File: config.mk
export PLATFORM = sky130hd
export DESIGN_NAME = kmeans_seq_ctrl_flat
export DESIGN_NICKNAME = d
export VERILOG_FILES = /design/src/rtl/kmeans_seq_ctrl_if.sv /design/src/rtl/kmeans_seq_ctrl.sv /design/src/flat_wrapper.sv
export SDC_FILE = /design/constraint.sdc
export NUM_CORES = 1
export LEC_CHECK = 0
export BUFFER_PORTS_ARGS = -buffer_cell sky130_fd_sc_hd__buf_2
export CORE_MARGIN = 2
export CORE_UTILIZATION = 35
export DETAILED_ROUTE_END_ITERATION = 12
export HOLD_SLACK_MARGIN = 0.02
export PLACE_DENSITY_LB_ADDON = 0.15
export SYNTH_ARGS = -nofsm -noshare
export SYNTH_HDL_FRONTEND = slang
export SYNTH_SLANG_ARGS = --single-unit
File: constraint.sdc
create_clock -name clk -period 5.31 [get_ports clk]
set_input_delay 1.593 -clock clk [delete_from_list [all_inputs] [get_ports clk]]
set_output_delay 1.593 -clock clk [all_outputs]
set_load 0.01 [all_outputs]
File: src/rtl/kmeans_seq_ctrl_if.sv
`default_nettype none
// ============================================================================
//  Module   : kmeans_seq_ctrl_if
//  Purpose  : Bundles the control, status and strobe signals that run between
//             the k-means iteration sequencer and its surroundings (register
//             file / go logic, RAM, classify pipe, new-means divider and
//             convergence check).
//  Modports : master - the sequencer (consumes requests and results, drives
//                      addresses and strobes)
//             slave  - the environment (drives requests and results,
//                      consumes addresses and strobes)
//  Signals  : go, abort, irq_ack, first_addr, last_addr, max_iter,
//             has_converged, cnvrg_valid                 (toward sequencer)
//             reg_num, reg_write, ram_addr, ram_rd_en, cent_wr_en,
//             first_iter, acc_clr, acc_en, div_en, cnvrg_clr, cnvrg_en,
//             busy, irq, irq_status, iter_count          (from sequencer)
//  Revision : 1.0 - initial release
// ============================================================================
interface kmeans_seq_ctrl_if #(
    parameter int CENT_NUM = 8,
    parameter int ADDR_W   = 9,
    parameter int REG_W    = 4,
    parameter int ITER_W   = 10
);
    // Requests and results toward the sequencer
    logic              go;
    logic              abort;
    logic              irq_ack;
    logic [ADDR_W-1:0] first_addr;
    logic [ADDR_W-1:0] last_addr;
    logic [ITER_W-1:0] max_iter;
    logic              has_converged;
    logic              cnvrg_valid;

    // Addresses, strobes and status from the sequencer
    logic [REG_W-1:0]    reg_num;
    logic                reg_write;
    logic [ADDR_W-1:0]   ram_addr;
    logic                ram_rd_en;
    logic [CENT_NUM-1:0] cent_wr_en;
    logic                first_iter;
    logic                acc_clr;
    logic                acc_en;
    logic                div_en;
    logic                cnvrg_clr;
    logic                cnvrg_en;
    logic                busy;
    logic                irq;
    logic [1:0]          irq_status;
    logic [ITER_W-1:0]   iter_count;

    modport master (
        input  go, abort, irq_ack, first_addr, last_addr, max_iter,
               has_converged, cnvrg_valid,
        output reg_num, reg_write, ram_addr, ram_rd_en, cent_wr_en,
               first_iter, acc_clr, acc_en, div_en, cnvrg_clr, cnvrg_en,
               busy, irq, irq_status, iter_count
    );

    modport slave (
        output go, abort, irq_ack, first_addr, last_addr, max_iter,
               has_converged, cnvrg_valid,
        input  reg_num, reg_write, ram_addr, ram_rd_en, cent_wr_en,
               first_iter, acc_clr, acc_en, div_en, cnvrg_clr, cnvrg_en,
               busy, irq, irq_status, iter_count
    );
endinterface
`default_nettype wire

File: src/rtl/kmeans_seq_ctrl.sv
`default_nettype none
// ============================================================================
//  Module   : kmeans_seq_ctrl
//  Purpose  : k-means iteration sequencer. Loads the initial centroids from
//             the register file, streams the RAM point range through the
//             classify pipe, runs the divider and the convergence sampling,
//             repeats until converged / iteration limit, then writes the
//             final centroids back and raises a sticky interrupt with a
//             status code. Supports abort and range-error reporting.
//  Ports    : clk  - clock
//             rst  - synchronous reset, active-high
//             bus  - kmeans_seq_ctrl_if.master (all control/status signals)
//  Revision : 1.0 - initial release
// ============================================================================
module kmeans_seq_ctrl #(
    parameter int CENT_NUM   = 8,
    parameter int CENT_W     = 3,
    parameter int ADDR_W     = 9,
    parameter int REG_W      = 4,
    parameter int CENT_BASE  = 2,
    parameter int PIPE_DEPTH = 2,
    parameter int DIV_LAT    = 1,
    parameter int ITER_W     = 10
) (
    input logic               clk,
    input logic               rst,
    kmeans_seq_ctrl_if.master bus
);

    // Phase counter must hold CENT_NUM-1, PIPE_DEPTH-1 and DIV_LAT-1
    localparam int c_PD_W   = $clog2(PIPE_DEPTH + 1);
    localparam int c_DL_W   = $clog2(DIV_LAT + 1);
    localparam int c_CNT_W0 = (CENT_W > c_PD_W) ? CENT_W : c_PD_W;
    localparam int c_CNT_W  = (c_CNT_W0 > c_DL_W) ? c_CNT_W0 : c_DL_W;

    localparam logic [c_CNT_W-1:0] c_CENT_LAST = c_CNT_W'(CENT_NUM - 1);
    localparam logic [c_CNT_W-1:0] c_PIPE_LAST = c_CNT_W'(PIPE_DEPTH - 1);
    localparam logic [c_CNT_W-1:0] c_DIV_LAST  = c_CNT_W'(DIV_LAT - 1);
    localparam logic [c_CNT_W-1:0] c_CNT_ONE   = c_CNT_W'(1);
    localparam logic [REG_W-1:0]   c_REG_BASE  = REG_W'(CENT_BASE);
    localparam logic [CENT_NUM-1:0] c_ONEHOT0  = CENT_NUM'(1);

    localparam logic [3:0] c_ST_IDLE   = 4'd0;
    localparam logic [3:0] c_ST_LOAD   = 4'd1;
    localparam logic [3:0] c_ST_STREAM = 4'd2;
    localparam logic [3:0] c_ST_DRAIN  = 4'd3;
    localparam logic [3:0] c_ST_DIVIDE = 4'd4;
    localparam logic [3:0] c_ST_CHECK  = 4'd5;
    localparam logic [3:0] c_ST_WAITC  = 4'd6;
    localparam logic [3:0] c_ST_WB     = 4'd7;
    localparam logic [3:0] c_ST_IRQ    = 4'd8;

    localparam logic [1:0] c_STAT_CONV  = 2'b00;
    localparam logic [1:0] c_STAT_MAXIT = 2'b01;
    localparam logic [1:0] c_STAT_ABORT = 2'b10;
    localparam logic [1:0] c_STAT_RANGE = 2'b11;

    // State and counters
    logic [3:0]          r_state;
    logic [c_CNT_W-1:0]  r_cnt;

    // Registered outputs
    logic [REG_W-1:0]    r_reg_num;
    logic                r_reg_write;
    logic [ADDR_W-1:0]   r_ram_addr;
    logic                r_ram_rd_en;
    logic [CENT_NUM-1:0] r_cent_wr_en;
    logic                r_first_iter;
    logic                r_acc_clr;
    logic                r_div_en;
    logic                r_cnvrg_clr;
    logic                r_cnvrg_en;
    logic                r_busy;
    logic                r_irq;
    logic [1:0]          r_irq_status;
    logic [ITER_W-1:0]   r_iter_count;
    logic [PIPE_DEPTH-1:0] r_pipe;

    // Next-state / next-output values
    logic [3:0]          w_state_nxt;
    logic [c_CNT_W-1:0]  w_cnt_nxt;
    logic [ADDR_W-1:0]   w_addr_nxt;
    logic [ITER_W-1:0]   w_iter_nxt;
    logic [ITER_W-1:0]   w_iter_inc;
    logic [1:0]          w_status_nxt;
    logic                w_first_nxt;
    logic [CENT_W-1:0]   w_k;
    logic [REG_W-1:0]    w_reg_num_nxt;
    logic                w_reg_write_nxt;
    logic                w_ram_rd_en_nxt;
    logic [CENT_NUM-1:0] w_cent_wr_en_nxt;
    logic                w_acc_clr_nxt;
    logic                w_div_en_nxt;
    logic                w_cnvrg_clr_nxt;
    logic                w_cnvrg_en_nxt;
    logic                w_busy_nxt;
    logic                w_irq_nxt;
    logic                w_in_run;
    logic                w_abort;

    assign w_in_run   = (r_state != c_ST_IDLE) && (r_state != c_ST_IRQ);
    assign w_abort    = w_in_run && bus.abort;
    assign w_iter_inc = (&r_iter_count) ? r_iter_count : r_iter_count + ITER_W'(1);

    always_comb begin
        w_state_nxt  = r_state;
        w_cnt_nxt    = r_cnt;
        w_addr_nxt   = r_ram_addr;
        w_iter_nxt   = r_iter_count;
        w_status_nxt = r_irq_status;
        w_first_nxt  = r_first_iter;

        case (r_state)
            c_ST_IDLE: begin
                if (bus.go && !r_irq) begin
                    w_iter_nxt   = '0;
                    w_first_nxt  = 1'b1;
                    w_cnt_nxt    = '0;
                    if (bus.first_addr > bus.last_addr) begin
                        w_state_nxt  = c_ST_IRQ;
                        w_status_nxt = c_STAT_RANGE;
                    end else begin
                        w_state_nxt  = c_ST_LOAD;
                        w_status_nxt = c_STAT_CONV;
                    end
                end
            end
            c_ST_LOAD: begin
                if (r_cnt == c_CENT_LAST) begin
                    w_state_nxt = c_ST_STREAM;
                    w_cnt_nxt   = '0;
                    w_addr_nxt  = bus.first_addr;
                end else begin
                    w_cnt_nxt = r_cnt + c_CNT_ONE;
                end
            end
            c_ST_STREAM: begin
                // The address itself tracks progress; last_addr is inclusive
                if (r_ram_addr == bus.last_addr) begin
                    w_state_nxt = c_ST_DRAIN;
                    w_cnt_nxt   = '0;
                end else begin
                    w_addr_nxt = r_ram_addr + ADDR_W'(1);
                end
            end
            c_ST_DRAIN: begin
                if (r_cnt == c_PIPE_LAST) begin
                    w_state_nxt = c_ST_DIVIDE;
                    w_cnt_nxt   = '0;
                end else begin
                    w_cnt_nxt = r_cnt + c_CNT_ONE;
                end
            end
            c_ST_DIVIDE: begin
                if (r_cnt == c_DIV_LAST) begin
                    w_state_nxt = c_ST_CHECK;
                    w_cnt_nxt   = '0;
                    w_first_nxt = 1'b0;
                end else begin
                    w_cnt_nxt = r_cnt + c_CNT_ONE;
                end
            end
            c_ST_CHECK: begin
                if (r_cnt == c_CENT_LAST) begin
                    w_state_nxt = c_ST_WAITC;
                    w_cnt_nxt   = '0;
                end else begin
                    w_cnt_nxt = r_cnt + c_CNT_ONE;
                end
            end
            c_ST_WAITC: begin
                if (bus.cnvrg_valid) begin
                    w_iter_nxt = w_iter_inc;
                    w_cnt_nxt  = '0;
                    if (bus.has_converged) begin
                        w_state_nxt  = c_ST_WB;
                        w_status_nxt = c_STAT_CONV;
                    end else if ((bus.max_iter != '0) && (w_iter_inc == bus.max_iter)) begin
                        w_state_nxt  = c_ST_WB;
                        w_status_nxt = c_STAT_MAXIT;
                    end else begin
                        w_state_nxt = c_ST_STREAM;
                        w_addr_nxt  = bus.first_addr;
                    end
                end
            end
            c_ST_WB: begin
                if (r_cnt == c_CENT_LAST) begin
                    w_state_nxt = c_ST_IRQ;
                    w_cnt_nxt   = '0;
                end else begin
                    w_cnt_nxt = r_cnt + c_CNT_ONE;
                end
            end
            c_ST_IRQ: begin
                if (bus.irq_ack) begin
                    w_state_nxt = c_ST_IDLE;
                end
            end
            default: begin
                w_state_nxt = c_ST_IDLE;
                w_cnt_nxt   = '0;
            end
        endcase

        // Abort overrides every other transition of a running sequence
        if (w_abort) begin
            w_state_nxt  = c_ST_IRQ;
            w_cnt_nxt    = '0;
            w_status_nxt = c_STAT_ABORT;
        end

        // Outputs are decoded from the next state so they line up with it
        // once registered.
        w_k              = w_cnt_nxt[CENT_W-1:0];
        w_reg_num_nxt    = '0;
        w_reg_write_nxt  = 1'b0;
        w_ram_rd_en_nxt  = 1'b0;
        w_cent_wr_en_nxt = '0;
        w_acc_clr_nxt    = 1'b0;
        w_div_en_nxt     = 1'b0;
        w_cnvrg_clr_nxt  = 1'b0;
        w_cnvrg_en_nxt   = 1'b0;
        w_busy_nxt       = (w_state_nxt != c_ST_IDLE) && (w_state_nxt != c_ST_IRQ);
        w_irq_nxt        = (w_state_nxt == c_ST_IRQ);

        case (w_state_nxt)
            c_ST_LOAD: begin
                w_reg_num_nxt    = c_REG_BASE + REG_W'(w_k);
                w_cent_wr_en_nxt = c_ONEHOT0 << w_k;
            end
            c_ST_STREAM: begin
                w_ram_rd_en_nxt = 1'b1;
                // Clear only on entry to a pass, not on every streamed point
                w_acc_clr_nxt   = (r_state != c_ST_STREAM);
            end
            c_ST_DIVIDE: begin
                w_div_en_nxt    = 1'b1;
                w_cnvrg_clr_nxt = (w_cnt_nxt == '0);
            end
            c_ST_CHECK: begin
                w_div_en_nxt     = 1'b1;
                w_cnvrg_en_nxt   = 1'b1;
                w_cent_wr_en_nxt = c_ONEHOT0 << w_k;
            end
            c_ST_WB: begin
                w_reg_write_nxt = 1'b1;
                w_reg_num_nxt   = c_REG_BASE + REG_W'(w_k);
            end
            default: ;
        endcase
    end

    always_ff @(posedge clk) begin
        if (rst) begin
            r_state      <= c_ST_IDLE;
            r_cnt        <= '0;
            r_reg_num    <= '0;
            r_reg_write  <= 1'b0;
            r_ram_addr   <= '0;
            r_ram_rd_en  <= 1'b0;
            r_cent_wr_en <= '0;
            r_first_iter <= 1'b1;
            r_acc_clr    <= 1'b0;
            r_div_en     <= 1'b0;
            r_cnvrg_clr  <= 1'b0;
            r_cnvrg_en   <= 1'b0;
            r_busy       <= 1'b0;
            r_irq        <= 1'b0;
            r_irq_status <= '0;
            r_iter_count <= '0;
        end else begin
            r_state      <= w_state_nxt;
            r_cnt        <= w_cnt_nxt;
            r_reg_num    <= w_reg_num_nxt;
            r_reg_write  <= w_reg_write_nxt;
            r_ram_addr   <= w_addr_nxt;
            r_ram_rd_en  <= w_ram_rd_en_nxt;
            r_cent_wr_en <= w_cent_wr_en_nxt;
            r_first_iter <= w_first_nxt;
            r_acc_clr    <= w_acc_clr_nxt;
            r_div_en     <= w_div_en_nxt;
            r_cnvrg_clr  <= w_cnvrg_clr_nxt;
            r_cnvrg_en   <= w_cnvrg_en_nxt;
            r_busy       <= w_busy_nxt;
            r_irq        <= w_irq_nxt;
            r_irq_status <= w_status_nxt;
            r_iter_count <= w_iter_nxt;
        end
    end

    // acc_en is the registered read enable delayed by PIPE_DEPTH cycles;
    // an abort flushes whatever reads are still in flight.
    generate
        if (PIPE_DEPTH == 1) begin : g_pipe_single
            always_ff @(posedge clk) begin
                if (rst || w_abort) begin
                    r_pipe <= '0;
                end else begin
                    r_pipe <= r_ram_rd_en;
                end
            end
        end else begin : g_pipe_multi
            always_ff @(posedge clk) begin
                if (rst || w_abort) begin
                    r_pipe <= '0;
                end else begin
                    r_pipe <= {r_pipe[PIPE_DEPTH-2:0], r_ram_rd_en};
                end
            end
        end
    endgenerate

    assign bus.reg_num    = r_reg_num;
    assign bus.reg_write  = r_reg_write;
    assign bus.ram_addr   = r_ram_addr;
    assign bus.ram_rd_en  = r_ram_rd_en;
    assign bus.cent_wr_en = r_cent_wr_en;
    assign bus.first_iter = r_first_iter;
    assign bus.acc_clr    = r_acc_clr;
    assign bus.acc_en     = r_pipe[PIPE_DEPTH-1];
    assign bus.div_en     = r_div_en;
    assign bus.cnvrg_clr  = r_cnvrg_clr;
    assign bus.cnvrg_en   = r_cnvrg_en;
    assign bus.busy       = r_busy;
    assign bus.irq        = r_irq;
    assign bus.irq_status = r_irq_status;
    assign bus.iter_count = r_iter_count;

endmodule
`default_nettype wire
File: src/flat_wrapper.sv
// flat-port wrapper written by rule: the top's interface ports become plain ports
module kmeans_seq_ctrl_flat 
#(
    parameter int CENT_NUM   = 8,
    parameter int CENT_W     = 3,
    parameter int ADDR_W     = 9,
    parameter int REG_W      = 4,
    parameter int CENT_BASE  = 2,
    parameter int PIPE_DEPTH = 2,
    parameter int DIV_LAT    = 1,
    parameter int ITER_W     = 10
)
  (clk, rst, bus_go, bus_abort, bus_irq_ack, bus_first_addr, bus_last_addr, bus_max_iter, bus_has_converged, bus_cnvrg_valid, bus_reg_num, bus_reg_write, bus_ram_addr, bus_ram_rd_en, bus_cent_wr_en, bus_first_iter, bus_acc_clr, bus_acc_en, bus_div_en, bus_cnvrg_clr, bus_cnvrg_en, bus_busy, bus_irq, bus_irq_status, bus_iter_count);
  kmeans_seq_ctrl_if #(.CENT_NUM(CENT_NUM), .ADDR_W(ADDR_W), .REG_W(REG_W), .ITER_W(ITER_W)) bus_i ();
  input logic clk;
  input logic rst;
  input wire logic [$bits(bus_i.go)-1:0] bus_go;
  input wire logic [$bits(bus_i.abort)-1:0] bus_abort;
  input wire logic [$bits(bus_i.irq_ack)-1:0] bus_irq_ack;
  input wire logic [$bits(bus_i.first_addr)-1:0] bus_first_addr;
  input wire logic [$bits(bus_i.last_addr)-1:0] bus_last_addr;
  input wire logic [$bits(bus_i.max_iter)-1:0] bus_max_iter;
  input wire logic [$bits(bus_i.has_converged)-1:0] bus_has_converged;
  input wire logic [$bits(bus_i.cnvrg_valid)-1:0] bus_cnvrg_valid;
  output wire logic [$bits(bus_i.reg_num)-1:0] bus_reg_num;
  output wire logic [$bits(bus_i.reg_write)-1:0] bus_reg_write;
  output wire logic [$bits(bus_i.ram_addr)-1:0] bus_ram_addr;
  output wire logic [$bits(bus_i.ram_rd_en)-1:0] bus_ram_rd_en;
  output wire logic [$bits(bus_i.cent_wr_en)-1:0] bus_cent_wr_en;
  output wire logic [$bits(bus_i.first_iter)-1:0] bus_first_iter;
  output wire logic [$bits(bus_i.acc_clr)-1:0] bus_acc_clr;
  output wire logic [$bits(bus_i.acc_en)-1:0] bus_acc_en;
  output wire logic [$bits(bus_i.div_en)-1:0] bus_div_en;
  output wire logic [$bits(bus_i.cnvrg_clr)-1:0] bus_cnvrg_clr;
  output wire logic [$bits(bus_i.cnvrg_en)-1:0] bus_cnvrg_en;
  output wire logic [$bits(bus_i.busy)-1:0] bus_busy;
  output wire logic [$bits(bus_i.irq)-1:0] bus_irq;
  output wire logic [$bits(bus_i.irq_status)-1:0] bus_irq_status;
  output wire logic [$bits(bus_i.iter_count)-1:0] bus_iter_count;
  assign bus_i.go = bus_go;
  assign bus_i.abort = bus_abort;
  assign bus_i.irq_ack = bus_irq_ack;
  assign bus_i.first_addr = bus_first_addr;
  assign bus_i.last_addr = bus_last_addr;
  assign bus_i.max_iter = bus_max_iter;
  assign bus_i.has_converged = bus_has_converged;
  assign bus_i.cnvrg_valid = bus_cnvrg_valid;
  assign bus_reg_num = bus_i.reg_num;
  assign bus_reg_write = bus_i.reg_write;
  assign bus_ram_addr = bus_i.ram_addr;
  assign bus_ram_rd_en = bus_i.ram_rd_en;
  assign bus_cent_wr_en = bus_i.cent_wr_en;
  assign bus_first_iter = bus_i.first_iter;
  assign bus_acc_clr = bus_i.acc_clr;
  assign bus_acc_en = bus_i.acc_en;
  assign bus_div_en = bus_i.div_en;
  assign bus_cnvrg_clr = bus_i.cnvrg_clr;
  assign bus_cnvrg_en = bus_i.cnvrg_en;
  assign bus_busy = bus_i.busy;
  assign bus_irq = bus_i.irq;
  assign bus_irq_status = bus_i.irq_status;
  assign bus_iter_count = bus_i.iter_count;
  kmeans_seq_ctrl #(.CENT_NUM(CENT_NUM), .CENT_W(CENT_W), .ADDR_W(ADDR_W), .REG_W(REG_W), .CENT_BASE(CENT_BASE), .PIPE_DEPTH(PIPE_DEPTH), .DIV_LAT(DIV_LAT), .ITER_W(ITER_W)) u_core (.clk(clk), .rst(rst), .bus(bus_i));
endmodule
After elaboration in Yosys (flattened, before gate mapping)

Cells that the tools add are included.

Register bits after elaboration: 51
Output and inout bits: 43
Word-level logic and storage cells: 138

Add/subtract/negate cells: 4
Order comparisons: 1
Equality and inequality tests: 32
Shift operators: 1
Multiplexer cells: 46
Bitwise operators: 4
Reductions and logical operators: 32

Operator list:

| cell                                                  | number |
|---|---|
| two-way mux 4 bit                                     | 12 |
| two-way mux 9 bit                                     | 5 |
| one-hot mux 4 bit (9 select lines)                    | 1 |
| two-way mux 10 bit                                    | 3 |
| equality test 4 x 3 -> 1 bit, second input constant   | 7 |
| one-hot mux 9 bit (3 select lines)                    | 1 |
| two-way mux 3 bit                                     | 8 |
| one-hot mux 3 bit (7 select lines)                    | 1 |
| one-hot mux 10 bit (2 select lines)                   | 1 |
| OR reduction 2 bit                                    | 8 |
| equality test 4 x 2 -> 1 bit, second input constant   | 3 |
| two-way mux 2 bit                                     | 6 |
| adder 10 x 1 -> 10 bit, second input constant         | 1 |
| equality test 10 bit                                  | 1 |
| AND reduction 10 bit                                  | 1 |
| nonzero test 10 bit                                   | 1 |
| adder 9 x 1 -> 9 bit, second input constant           | 1 |
| equality test 9 bit                                   | 1 |
| > comparator 9 bit                                    | 1 |
| equality test 4 x 1 -> 1 bit, second input constant   | 2 |
| equality test 4 bit, second input constant            | 2 |
| inequality test 2 bit, second input constant          | 4 |
| inequality test 4 x 2 -> 1 bit, second input constant | 2 |
| inequality test 4 bit, second input constant          | 2 |
| 24 further kinds                                      | 45 |

Longest topological paths before layout

Gate-level depths: netlist of run 1.

Depth in word-level cells: 13
Mapped depth: 12
Mapped depth without buffers: 10

Worst setup path before layout of run 1

No wires, ideal clock.

Path type: in2reg
From: input bus_last_addr[4]
To: register u_core.r_cent_wr_en[0], in the netlist u_core.bus.cent_wr_en[0]
Library setup time: 0.092 ns
Data arrival time: 3.612 ns
Required time: 5.218 ns
Slack: 1.606 ns
Stages: 11
Path buffers: 1
Path through: inv_1 ha_1 and4_1 a21oi_1 o22ai_1 a221oi_1 o21ai_0 o31a_1 or3_1 buf_2 nor4_1

Cells in the longest elaborated chain, start to end: 9
Elaborated cells on any way between the ends: 16

Ends and longest elaborated chain:

| what                                                                         | line                   | source |
|---|---|---|
| from (decl)                                                                  | flat_wrapper.sv:21     | `input wire logic [$bits(bus_i.last_addr)-1:0] bus_last_addr;` |
| > comparator 9 bit                                                           | kmeans_seq_ctrl.sv:119 | `if (bus.first_addr > bus.last_addr) begin` |
| two-way mux 4 bit                                                            | kmeans_seq_ctrl.sv:119 |  |
| two-way mux 4 bit                                                            | kmeans_seq_ctrl.sv:115 | `if (bus.go && !r_irq) begin` |
| one-hot mux 4 bit (9 select lines)                                           | kmeans_seq_ctrl.sv:113 | `case (r_state)` |
| two-way mux 4 bit                                                            | kmeans_seq_ctrl.sv:207 | `if (w_abort) begin` |
| equality test 4 x 1 -> 1 bit or equality test 4 x 3 -> 1 bit (tied branches) | kmeans_seq_ctrl.sv:227 | `case (w_state_nxt)` |
| OR reduction 2 bit (no line)                                                 | -                      |  |
| NOT 1 bit (no line)                                                          | -                      |  |
| OR reduction 2 bit (no line)                                                 | -                      |  |
| to (signal assigned)                                                         | kmeans_seq_ctrl.sv:279 | `r_cent_wr_en <= w_cent_wr_en_nxt;` |
| to (decl)                                                                    | kmeans_seq_ctrl.sv:67  | `logic [CENT_NUM-1:0] r_cent_wr_en;` |

Parallel ways exist; a longest one is shown, timed or not.
A chain may end at the register's enable or synchronous reset.

Worst setup path after layout of run 1

From: input bus_last_addr[3]
To: register u_core.r_cent_wr_en[0], in the netlist u_core.bus.cent_wr_en[0]

The elaborated chain is that of the path after synthesis.

==> impl_metrics.yaml, run 1 <==
logic_synthesis:
  ys_types: 63
  postSynthCellCount: 474
  synth_edf_count: 0
  ys_seq_elements: 51
  synth-async-reset-ratio_pct: 0
  synth_area_per_cell_um2: 7.64
  yosys_warnings: 0
  synth_nets: 525
  syn_area_mm2: 0.00362
  synth.yosys.seq_area_share_pct: 28.2
  synth_flop_cell: "dfxtp_1"
sta:
  rsz0062_at_grt: "no"
  fin_setup_tns_ps: 0
  finalHoldViolations: 0
  finalSetupViolations: 0
  fin_crit_sh_pct: 74.5
  relSlewSlack_pct: 46.5
  fin_crit_ps: 3950
  slew_violations: 0
  finClkSkew_ps: 17.6
  worst_slew_pin_slew_ps: 801
  fmax_mhz: 253
routing:
  first_iter_violations: 273
  vias_per_cell: 5.63
  drc_errors: 0
  ant_nets: 0
  first_pass_iters: 4
  wire_per_inst_um: 15.9
  vias: 3758
  routed_wl_mm: 10.6
die:
  die_w_um: 106
  coreArea_mm2: 0.0102
  io-pin-count: 78
  rows: 37
  die-area_mm2: 0.0112
  dieHeight_um: 106
  start_util_pct: 35.6
clock_tree:
  cts_resized: 0
  cts-root-buf: "clkbuf_8"
  insertion_delay_ps: 320
  cts_max_level: 2
  cts_buffers: 5
  post_cts_buffers: 0
  clkTransAtPathRegs_ps: 90
  cts_tree: "yes"
  clockBufferDepth: 2
  cts.sinks: 51
  ctsHoldBuffers: 0
outcome:
  status: "finished clean"
global_route:
  grt_overflow: 0
  grt_use_total_pct: 19.1
  grt_max_degree: 28
  grt_pass1_wl_mm: 17.5
  first_global_vias: 3467
  antenna_found_initial: 0
worst_setup_path:
  cp.arrival_ps: 4170
  cp_top_family: "compound AO/OA/AOI/OAI gates"
  path_max_fanout: 9
  worst_path_largest_cell_delay_ps: 580
  critPathBufInv: 2
  endpoint_kind: "flip-flop"
  cp_slowest_cell: "a221oi_1"
  criticalPathCategory: "input port to flip-flop"
  cp_cell_sequence: "buf_2, inv_1, ha_1, and4_1, a21oi_1, o22ai_1, a221oi_1, o21ai_0, o31a_1, or3_1, nor4_1"
  cp-start-kind: "input port"
  cp.required_ps: 5520
place:
  hpwl_mm: 8.10
  post_dp_cell_area_mm2: 0.00406
  globalplace.congestion: 0.893
  port-buffer-count: 77
power:
  power_uw: 792
  power_leakage_uw: 0.00170
  ir_drop_v: 0.000102
  powerDensity_mw_per_mm2: 191
final_layout:
  nets: 582
  antenna_cells: 0
  nFillCells: 1101
  regArea_mm2: 0.00102
  final_util_pct: 40.8
  fin_area_mm2: 0.00415
  drive_above_1_share_pct: 18.8
  final_common_cell: "buf_2"
  area_delta_synth_final_pct: 14.6
  multiInputGateArea_mm2: 0.00236
  final_cell_mix: "buf_2 (77), dfxtp_1 (51), nor2_1 (50)"
flow_run:
  cap_viol_max_count: 0
hold_path:
  min_path_type: "flip-flop to flip-flop"
through the flow:
stage,hold slack [ps],setup slack (ps),instances
detailed placement,418,1080,660
floorplan,406,1610,474
CTS,440,1400,668
global route,466,1200,668
finish,437,1360,668
global placement,413,1160,660
worst register-to-register path, cell delays in order, from the launching register on:
cell and delay [ps]:
dfxtp_1 600, ha_1 610, nand3_1 380, a211oi_2 280, o221ai_1 210, a2111oi_4 370
nand4b_4 210, o31a_1 320, or3_1 500, nor4_1 220
cells in the mapped netlist, types with 5 or more instances:
master	n	share of area [%]
nand3_1	20	2.8
clkbuf_1	16	1.7
o21ai_0	26	3.6
a211oi_1	5	1.0
a21oi_1	24	3.3
nand2b_1	5	0.86
o311ai_0	6	1.5
nor3_1	28	3.9
a31oi_1	11	1.9
nand4_1	7	1.2
nand2_1	37	3.8
and4_1	5	1.2
ha_1	16	5.5
buf_2	9	1.2
inv_1	28	2.9
dfxtp_1	51	28
nor4_1	8	1.4
o211ai_1	8	1.7
mux2i_1	7	1.9
or3_1	6	1.0
and3_1	8	1.4
nor2_1	50	5.2
xnor2_1	12	2.9
o41ai_1	7	1.7
nor2b_1	6	1.0
sequential cells by signal, summed over array words and instances, names as in the netlist:
name                   cells
u_core.bus.acc_clr         1
u_core.bus.busy            1
u_core.bus.cent_wr_en      8
u_core.bus.cnvrg_clr       1
u_core.bus.cnvrg_en        1
u_core.bus.div_en          1
u_core.bus.first_iter      1
u_core.bus.irq             1
u_core.bus.irq_status      2
u_core.bus.iter_count     10
u_core.bus.ram_addr        9
u_core.bus.ram_rd_en       1
u_core.bus.reg_num         4
u_core.bus.reg_write       1
u_core.r_cnt               3
u_core.r_pipe              2
u_core.r_state             4
cell families after synthesis:
group | Yosys count | synth area share (%)
AND/OR/NAND/NOR | 205 | 30.4
AO/OA/AOI/OAI | 124 | 23.8
buffers and inverters | 57 | 6.63
flip-flops | 51 | 28.2
adder cells (fa/ha/maj) | 16 | 5.52
XOR/XNOR | 13 | 3.14
multiplexers | 8 | 2.35
layer usage:
layer	vias to the layer above	routed length (um)	GRT usage, %
li1	1878	-	-
met1	1746	5150	28.0
met2	123	4730	29.2
met3	11	619	3.28
met4	0	123	4.32
met5	-	0	0
where the power goes:
group	switching [uW]	leakage (uW)	internal [uW]	total (uW)
registers	10.8	0.000412	392	403
logic	95.9	0.00125	58.4	154
clock network	140	0.0000408	94.5	234
path summary, 6_finish.rpt:
path              cells past startpoint  slack (ps)                             startpoint                                  end
setup reg to reg                      9        1510  u_core.bus.iter_count[0]$_SDFFE_PP0P_  u_core.bus.cent_wr_en[0]$_SDFF_PP0_
setup / recovery                     11        1360                       bus_last_addr[3]  u_core.bus.cent_wr_en[0]$_SDFF_PP0_
hold / removal                        1         440            u_core.r_pipe[0]$_SDFF_PP0_          u_core.r_pipe[1]$_SDFF_PP0_
hold reg to reg                       1         440            u_core.r_pipe[0]$_SDFF_PP0_          u_core.r_pipe[1]$_SDFF_PP0_
cell type report:
cell class | count | share of cell area (%)
clock buffers | 5 | 1.66
clock inverters | 3 | 0.573
inverters | 28 | 2.53
multi-input cells | 366 | 56.9
flip-flops and latches | 51 | 24.6
well taps | 136 | 4.10
repair buffers | 79 | 9.64
Power figures use the tool's default switching activity.
==> inputs of run 2 (changes only) <==
Settings changed: ABC_AREA set to 1.
Clock period 5.31 ns to 3.59 ns, I/O delays scaled along.
==> run 2 against run 1 <==
Compared with the run above: clock power is 44% higher; hold slack got worse by 26 ps; sequential cell count stayed put; utilization increased by 1.7 points; global-route usage shrank 2.0 points; synthesized cell count fell by 0.42%; count of clock-buffer cells in the layout unchanged; die area is 9.6% lower; power increased by 59%; non-clock buffer count is 2 higher; critical path type unchanged; largest cell class unchanged.
==> impl_metrics.yaml, run 2 <==
die:
  io-pin-count: 78
  dieHeight_um: 101
  coreArea_mm2: 0.00915
  rows: 35
  start_util_pct: 35.6
  die_w_um: 101
  die-area_mm2: 0.0101
global_route:
  antenna_found_initial: 0
  grt_pass1_wl_mm: 14.0
  grt_overflow: 0
  grt_use_total_pct: 17.1
  grt_max_degree: 24
  first_global_vias: 3053
place:
  place_worst_setup_slack_ps: 571
  globalplace.congestion: 0.937
  placed_cells: 660
  post_dp_cell_area_mm2: 0.00380
  hpwl_mm: 6.61
  port-buffer-count: 77
sta:
  finClkSkew_ps: 10.8
  fin_crit_sh_pct: 74.8
  rsz0062_at_grt: "no"
  fmax_mhz: 372
  finalHoldViolations: 0
  worst_slew_pin_slew_ps: 438
  setup_ws_ps: 904
  relSlewSlack_pct: 70.6
  fin_crit_ps: 2690
  finalSetupViolations: 0
  fin_setup_tns_ps: 0
  slew_violations: 0
flow_run:
  cap_viol_max_count: 0
final_layout:
  antenna_cells: 0
  fin_area_mm2: 0.00389
  final_common_cell: "nand2_1"
  largest_register_ffs: 10
  final_cell_mix: "nand2_1 (107), buf_2 (77), inv_1 (72)"
  drive_above_1_share_pct: 23.7
  nets: 607
  fin_cells: 668
  area_delta_synth_final_pct: 19.2
power:
  ir_drop_v: 0.000173
  p_clk_share_pct: 26.9
  switching_power_uw: 414
  p_int_uw: 842
  combPwrFrac_pct: 23.5
  power_leakage_uw: 0.00197
  p_sw_share_pct: 32.9
  powerDensity_mw_per_mm2: 323
  power_uw: 1260
  power_frac_seq_pct: 49.6
worst_setup_path:
  cp.arrival_ps: 2940
  cp.required_ps: 3840
  criticalPathCategory: "input port to flip-flop"
  worst_path_largest_cell_delay_ps: 350
  cp_top_family: "simple AND/OR/NAND/NOR gates"
  r2r_setup_slack_ps: 1000
  cp_cell_sequence: "buf_2, inv_1, ha_1, a21oi_1, nor2_1, a211oi_1, nand2_1, nand2_1, nor2_1, nor3_1, nand2_4, nor2_4, nor2_4, nor2_2"
  crit-reg2reg-launch: "u_core.bus.iter_count[0]$_SDFFE_PP0P_"
  cp_slowest_cell: "nor3_1"
  cp-start-kind: "input port"
  r2r-end: "u_core.bus.ram_addr[6]$_SDFFE_PP0P_"
  path_max_fanout: 4
  reg2reg_depth: 14
  critPathBufInv: 2
  endpoint_kind: "flip-flop"
clock_tree:
  cts-root-buf: "clkbuf_8"
  cts_max_level: 2
  insertion_delay_ps: 310
  clkTransAtPathRegs_ps: 100
  ctsHoldBuffers: 0
  clockBufferDepth: 2
  cts.sinks: 51
  cts_buffers: 5
  cts_resized: 0
  post_cts_buffers: 0
  cts_tree: "yes"
logic_synthesis:
  syn_area_mm2: 0.00326
  synth_compound_area_share_pct: 11.2
  postSynthCellCount: 472
  synth_area_per_cell_um2: 6.91
  synth_commonest_cells: "nand2_1 (107), inv_1 (72), nor2_1 (52)"
  ys_seq_elements: 51
  synth-async-reset-ratio_pct: 0
  synth_nets: 523
  synth_edf_count: 0
  yosys_warnings: 0
  synth_area_leaders: "dfxtp_1 (31%), nand2_1 (12%), inv_1 (8.3%)"
  synthSimpleGateAreaFrac_pct: 37.3
  ys_types: 39
  synth_flop_cell: "dfxtp_1"
  synthAdderAreaFrac_pct: 6.14
  synth_top_area_share_pct: 31.3
  synth_top_family_by_area: "simple AND/OR/NAND/NOR gates"
  yosys.area.top_type: "dfxtp_1"
  synth.yosys.seq_area_share_pct: 31.3
  muxShareOfSynthArea_pct: 0.921
  synth_xor_area_share_pct: 4.03
  synth_most_common_cell: "nand2_1"
hold_path:
  hold_end: "u_core.r_pipe[1]$_SDFF_PP0_"
  hold_depth: 2
  hp-start: "u_core.r_pipe[0]$_SDFF_PP0_"
  min_path_type: "flip-flop to flip-flop"
routing:
  first_iter_violations: 119
  first_pass_iters: 4
  routed_wl_mm: 8.24
  vias: 3186
  wire_per_inst_um: 12.3
  drc_errors: 0
  ant_nets: 0
  vias_per_cell: 4.77
outcome:
  status: "finished clean"
run 2: cell types whose count changed in the layout (fill, tap and decap cells not counted), moves of 9 or more:
cell     previous run  this run
a31oi_1            11         2
inv_1              28        72
nand2_1            37       107
nand2_2             0         9
nor3_1             28         8
xnor2_1            12         3
xor2_1              1        12
run 2: worst max-delay path by stage:
| stage | from | endpoint | slack (ps) | cells past startpoint |
|---|---|---|---|---|
| floorplan | bus_last_addr[2] | u_core.bus.reg_num[0]$_SDFF_PP0_ | 960 | 15 |
| global placement | bus_last_addr[6] | u_core.bus.reg_num[1]$_SDFF_PP0_ | 530 | 14 |
| detailed placement | bus_last_addr[6] | u_core.bus.reg_num[3]$_SDFF_PP0_ | 570 | 14 |
| CTS | bus_last_addr[6] | u_core.bus.reg_num[3]$_SDFF_PP0_ | 880 | 14 |
| global route | u_core.bus.iter_count[0]$_SDFFE_PP0P_ | u_core.bus.ram_addr[8]$_SDFFE_PP0P_ | 670 | 14 |
| finish | bus_last_addr[6] | u_core.bus.reg_num[3]$_SDFF_PP0_ | 900 | 14 |
run 2: stage by stage:
stage / hold WS, ps / utilization [%]
detailed placement: 402 / 41.5
global placement: 399 / 41.5
finish: 412 / 42.5
CTS: 416 / 42.5
floorplan: 394 / -
global route: 461 / 42.5
run 2: per-layer routing:
| metal | vias up | wire, um | global-route usage, % |
|---|---|---|---|
| li1 | 1683 | - | - |
| met1 | 1429 | 4010 | 23.1 |
| met2 | 65 | 3810 | 28.6 |
| met3 | 9 | 332 | 2.84 |
| met4 | 0 | 89 | 4.00 |
| met5 | - | 0 | 0 |
run 2: power by group through the flow:
stage	sequential (uW)	combinational, uW	clock, uW
2_1_floorplan	642	184	0
3_3_place_gp	635	296	0
3_5_place_dp	636	297	0
4_1_cts	623	299	356
5_1_grt	627	335	369
6_report	622	295	338
run 2: cell type report:
cell class / count / area [um^2]
clock buffers: 5 / 68.8
fillers: 965 / 5270
flip-flops and latches: 51 / 1020
well taps: 111 / 139
inverters: 75 / 283
clock inverters: 3 / 18.8
repair buffers: 81 / 415
multi-input cells: 342 / 1940
run 2: worst reg2reg max path, cell delays in order (launching register included):
cell,delay (ps)
dfxtp_1,470
ha_1,280
nand3_2,180
nor2_4,230
nand3_2,100
nand3_1,100
nand2_1,80
nor2_2,100
nand2_1,70
nor2_2,130
nand3_1,100
nand2_2,190
inv_1,180
o21ai_0,200
a21oi_1,50
run 2: cell families (layout without fill, tap and decap cells):
group                    after synthesis  count (layout)
adder cells (fa/ha/maj)               16              16
AO/OA/AOI/OAI                         63              63
flip-flops                            51              51
XOR/XNOR                              15              15
multiplexers                           3               3
buffers and inverters                 79             164
AND/OR/NAND/NOR                      245             245
==> inputs of run 3 (changes only) <==
Settings changed: ABC_AREA 1 to 0.
Clock period 3.59 ns to 2.6 ns, I/O delays scaled along.
==> run 3 against run 2 <==
Compared with the run above: the flow now finishes with violations (setup timing); clock power rose by 48%; via count rose by 36%; clock skew rose by 6.2 ps; utilization rose by 11 points; critical path depth fell by 4; worst setup slack got worse by 1000 ps; critical path type is now flip-flop to flip-flop; largest cell class unchanged.
==> impl_metrics.yaml, run 3 (synthesized netlist as in run 1, its figures left out) <==
place:
  port-buffer-count: 77
  hpwl_mm: 9.84
  globalplace.congestion: 0.912
worst_setup_path:
  cp.arrival_ps: 2960
  cp-start-kind: "flip-flop"
  path_max_fanout: 5
  cp.required_ps: 2850
  criticalPathCategory: "flip-flop to flip-flop"
  endpoint_kind: "flip-flop"
power:
  power_uw: 1790
  powerDensity_mw_per_mm2: 327
  p_clk_share_pct: 27.9
  p_int_uw: 1220
  power_frac_seq_pct: 45.1
  combPwrFrac_pct: 27.1
  power_leakage_uw: 0.00240
  p_sw_share_pct: 32.2
  switching_power_uw: 578
  ir_drop_v: 0.000224
global_route:
  antenna_found_initial: 0
  grt_overflow: 0
  grt_max_degree: 28
  grt_use_total_pct: 23.4
  first_global_vias: 4304
  grt_pass1_wl_mm: 21.2
final_layout:
  nets: 709
  final_cell_mix: "buf_4 (120), buf_2 (77), nor2_1 (50)"
  area_delta_synth_final_pct: 51.3
  drive_above_1_share_pct: 42.8
  final_common_cell: "buf_4"
  antenna_cells: 0
  final_util_pct: 53.8
  largest_register_ffs: 10
hold_path:
  min_path_type: "flip-flop to flip-flop"
clock_tree:
  insertion_delay_ps: 320
  clockBufferDepth: 2
  ctsHoldBuffers: 0
  cts.sinks: 51
  clkTransAtPathRegs_ps: 100
  cts_buffers: 5
  cts-root-buf: "clkbuf_8"
  cts_tree: "yes"
  cts_max_level: 2
routing:
  first_iter_violations: 260
  vias_per_cell: 5.46
  wl_met1_mm: 5.89
  wire_per_inst_um: 16.5
  routed_wl_mm: 13.1
  met2_length_mm: 6.33
  route.met3.wl_um: 633
  vias: 4341
  first_pass_iters: 5
  dr.max_layer_used: "met4"
  ant_nets: 0
  drc_errors: 0
die:
  dieHeight_um: 106
  die-area_mm2: 0.0112
  io-pin-count: 78
  start_util_pct: 35.6
  coreArea_mm2: 0.0102
  rows: 37
  die_w_um: 106
outcome:
  violations: "setup timing"
  status: "complete, but fails checks"
sta:
  worst_slew_pin_slew_ps: 452
  rsz0062_at_grt: "yes"
  fin_crit_sh_pct: 104
  fmax_mhz: 369
  slew_violations: 0
  finalHoldViolations: 0
  setup_ws_ps: -108
  relSlewSlack_pct: 69.5
  fin_crit_ps: 2710
  finClkSkew_ps: 16.9
  finalSetupViolations: 9
flow_run:
  cap_viol_max_count: 0
[run 3: metal layers]
| metal | track usage, % | vias to the layer above |
|---|---|---|
| met2 | 40.9 | 151 |
| met1 | 29.9 | 2029 |
| met3 | 3.96 | 28 |
| met5 | 0 | - |
| met4 | 5.73 | 0 |
| li1 | - | 2133 |
[run 3: final timing paths]
kind	endpoint	cells after the start	from	slack, ps
setup / recovery	u_core.bus.cent_wr_en[7]$_SDFF_PP0_	10	u_core.bus.iter_count[0]$_SDFFE_PP0P_	-110
hold / removal	u_core.r_pipe[1]$_SDFF_PP0_	1	u_core.r_pipe[0]$_SDFF_PP0_	440
setup reg to reg	u_core.bus.cent_wr_en[7]$_SDFF_PP0_	10	u_core.bus.iter_count[0]$_SDFFE_PP0P_	-110
hold reg to reg	u_core.r_pipe[1]$_SDFF_PP0_	1	u_core.r_pipe[0]$_SDFF_PP0_	440
[run 3: final cells by class]
| class | instances | area (um^2) |
|---|---|---|
| multi-input combinational | 367 | 2690 |
| sequential | 51 | 1040 |
| clock buffer | 5 | 68.8 |
| fill | 1006 | 4700 |
| timing repair buffer | 205 | 1390 |
| clock inverter | 3 | 26.3 |
| tap | 136 | 170 |
| inverter | 28 | 105 |
[run 3: through the flow]
step                      instance area, um^2  instances  hold WS, ps  worst slack [ps]  setup TNS, ps
after detailed placement                 4990        776          417              -480          -8860
after global routing                     5480        795          466              -230          -2480
after CTS                                5280        791          443              -144           -327
after floorplan                          3700        474          406             -83.7           -639
final                                    5480        795          440              -108           -658
after global placement                   4990        776          412              -412          -8100
[run 3: critical path, stage by stage (launching register included)]
cell	delay [ps]
dfxtp_4	370
ha_4	180
buf_6	110
and3_4	170
a211oi_4	240
o221ai_2	150
nor4b_4	340
nand4b_4	160
o31a_1	350
or3_4	400
nor3_2	170
[run 3: timing repair]
| item | in CTS | in global routing |
|---|---|---|
| endpoints found under the hold margin | 0 | 0 |
| setup buffers | 7 | 4 |
| gates resized for setup | 34 | 33 |
| cloned | 1 | 0 |
| pin swaps | 17 | 17 |
| setup endpoints to repair | 27 | 30 |
[run 3: power groups by stage]
| stage | logic, uW | registers, uW | clock network, uW |
|---|---|---|---|
| 4_1_cts | 449 | 811 | 520 |
| 2_1_floorplan | 215 | 836 | 0 |
| 6_report | 486 | 809 | 500 |
| 3_3_place_gp | 419 | 830 | 0 |
| 3_5_place_dp | 426 | 830 | 0 |
| 5_1_grt | 530 | 811 | 554 |
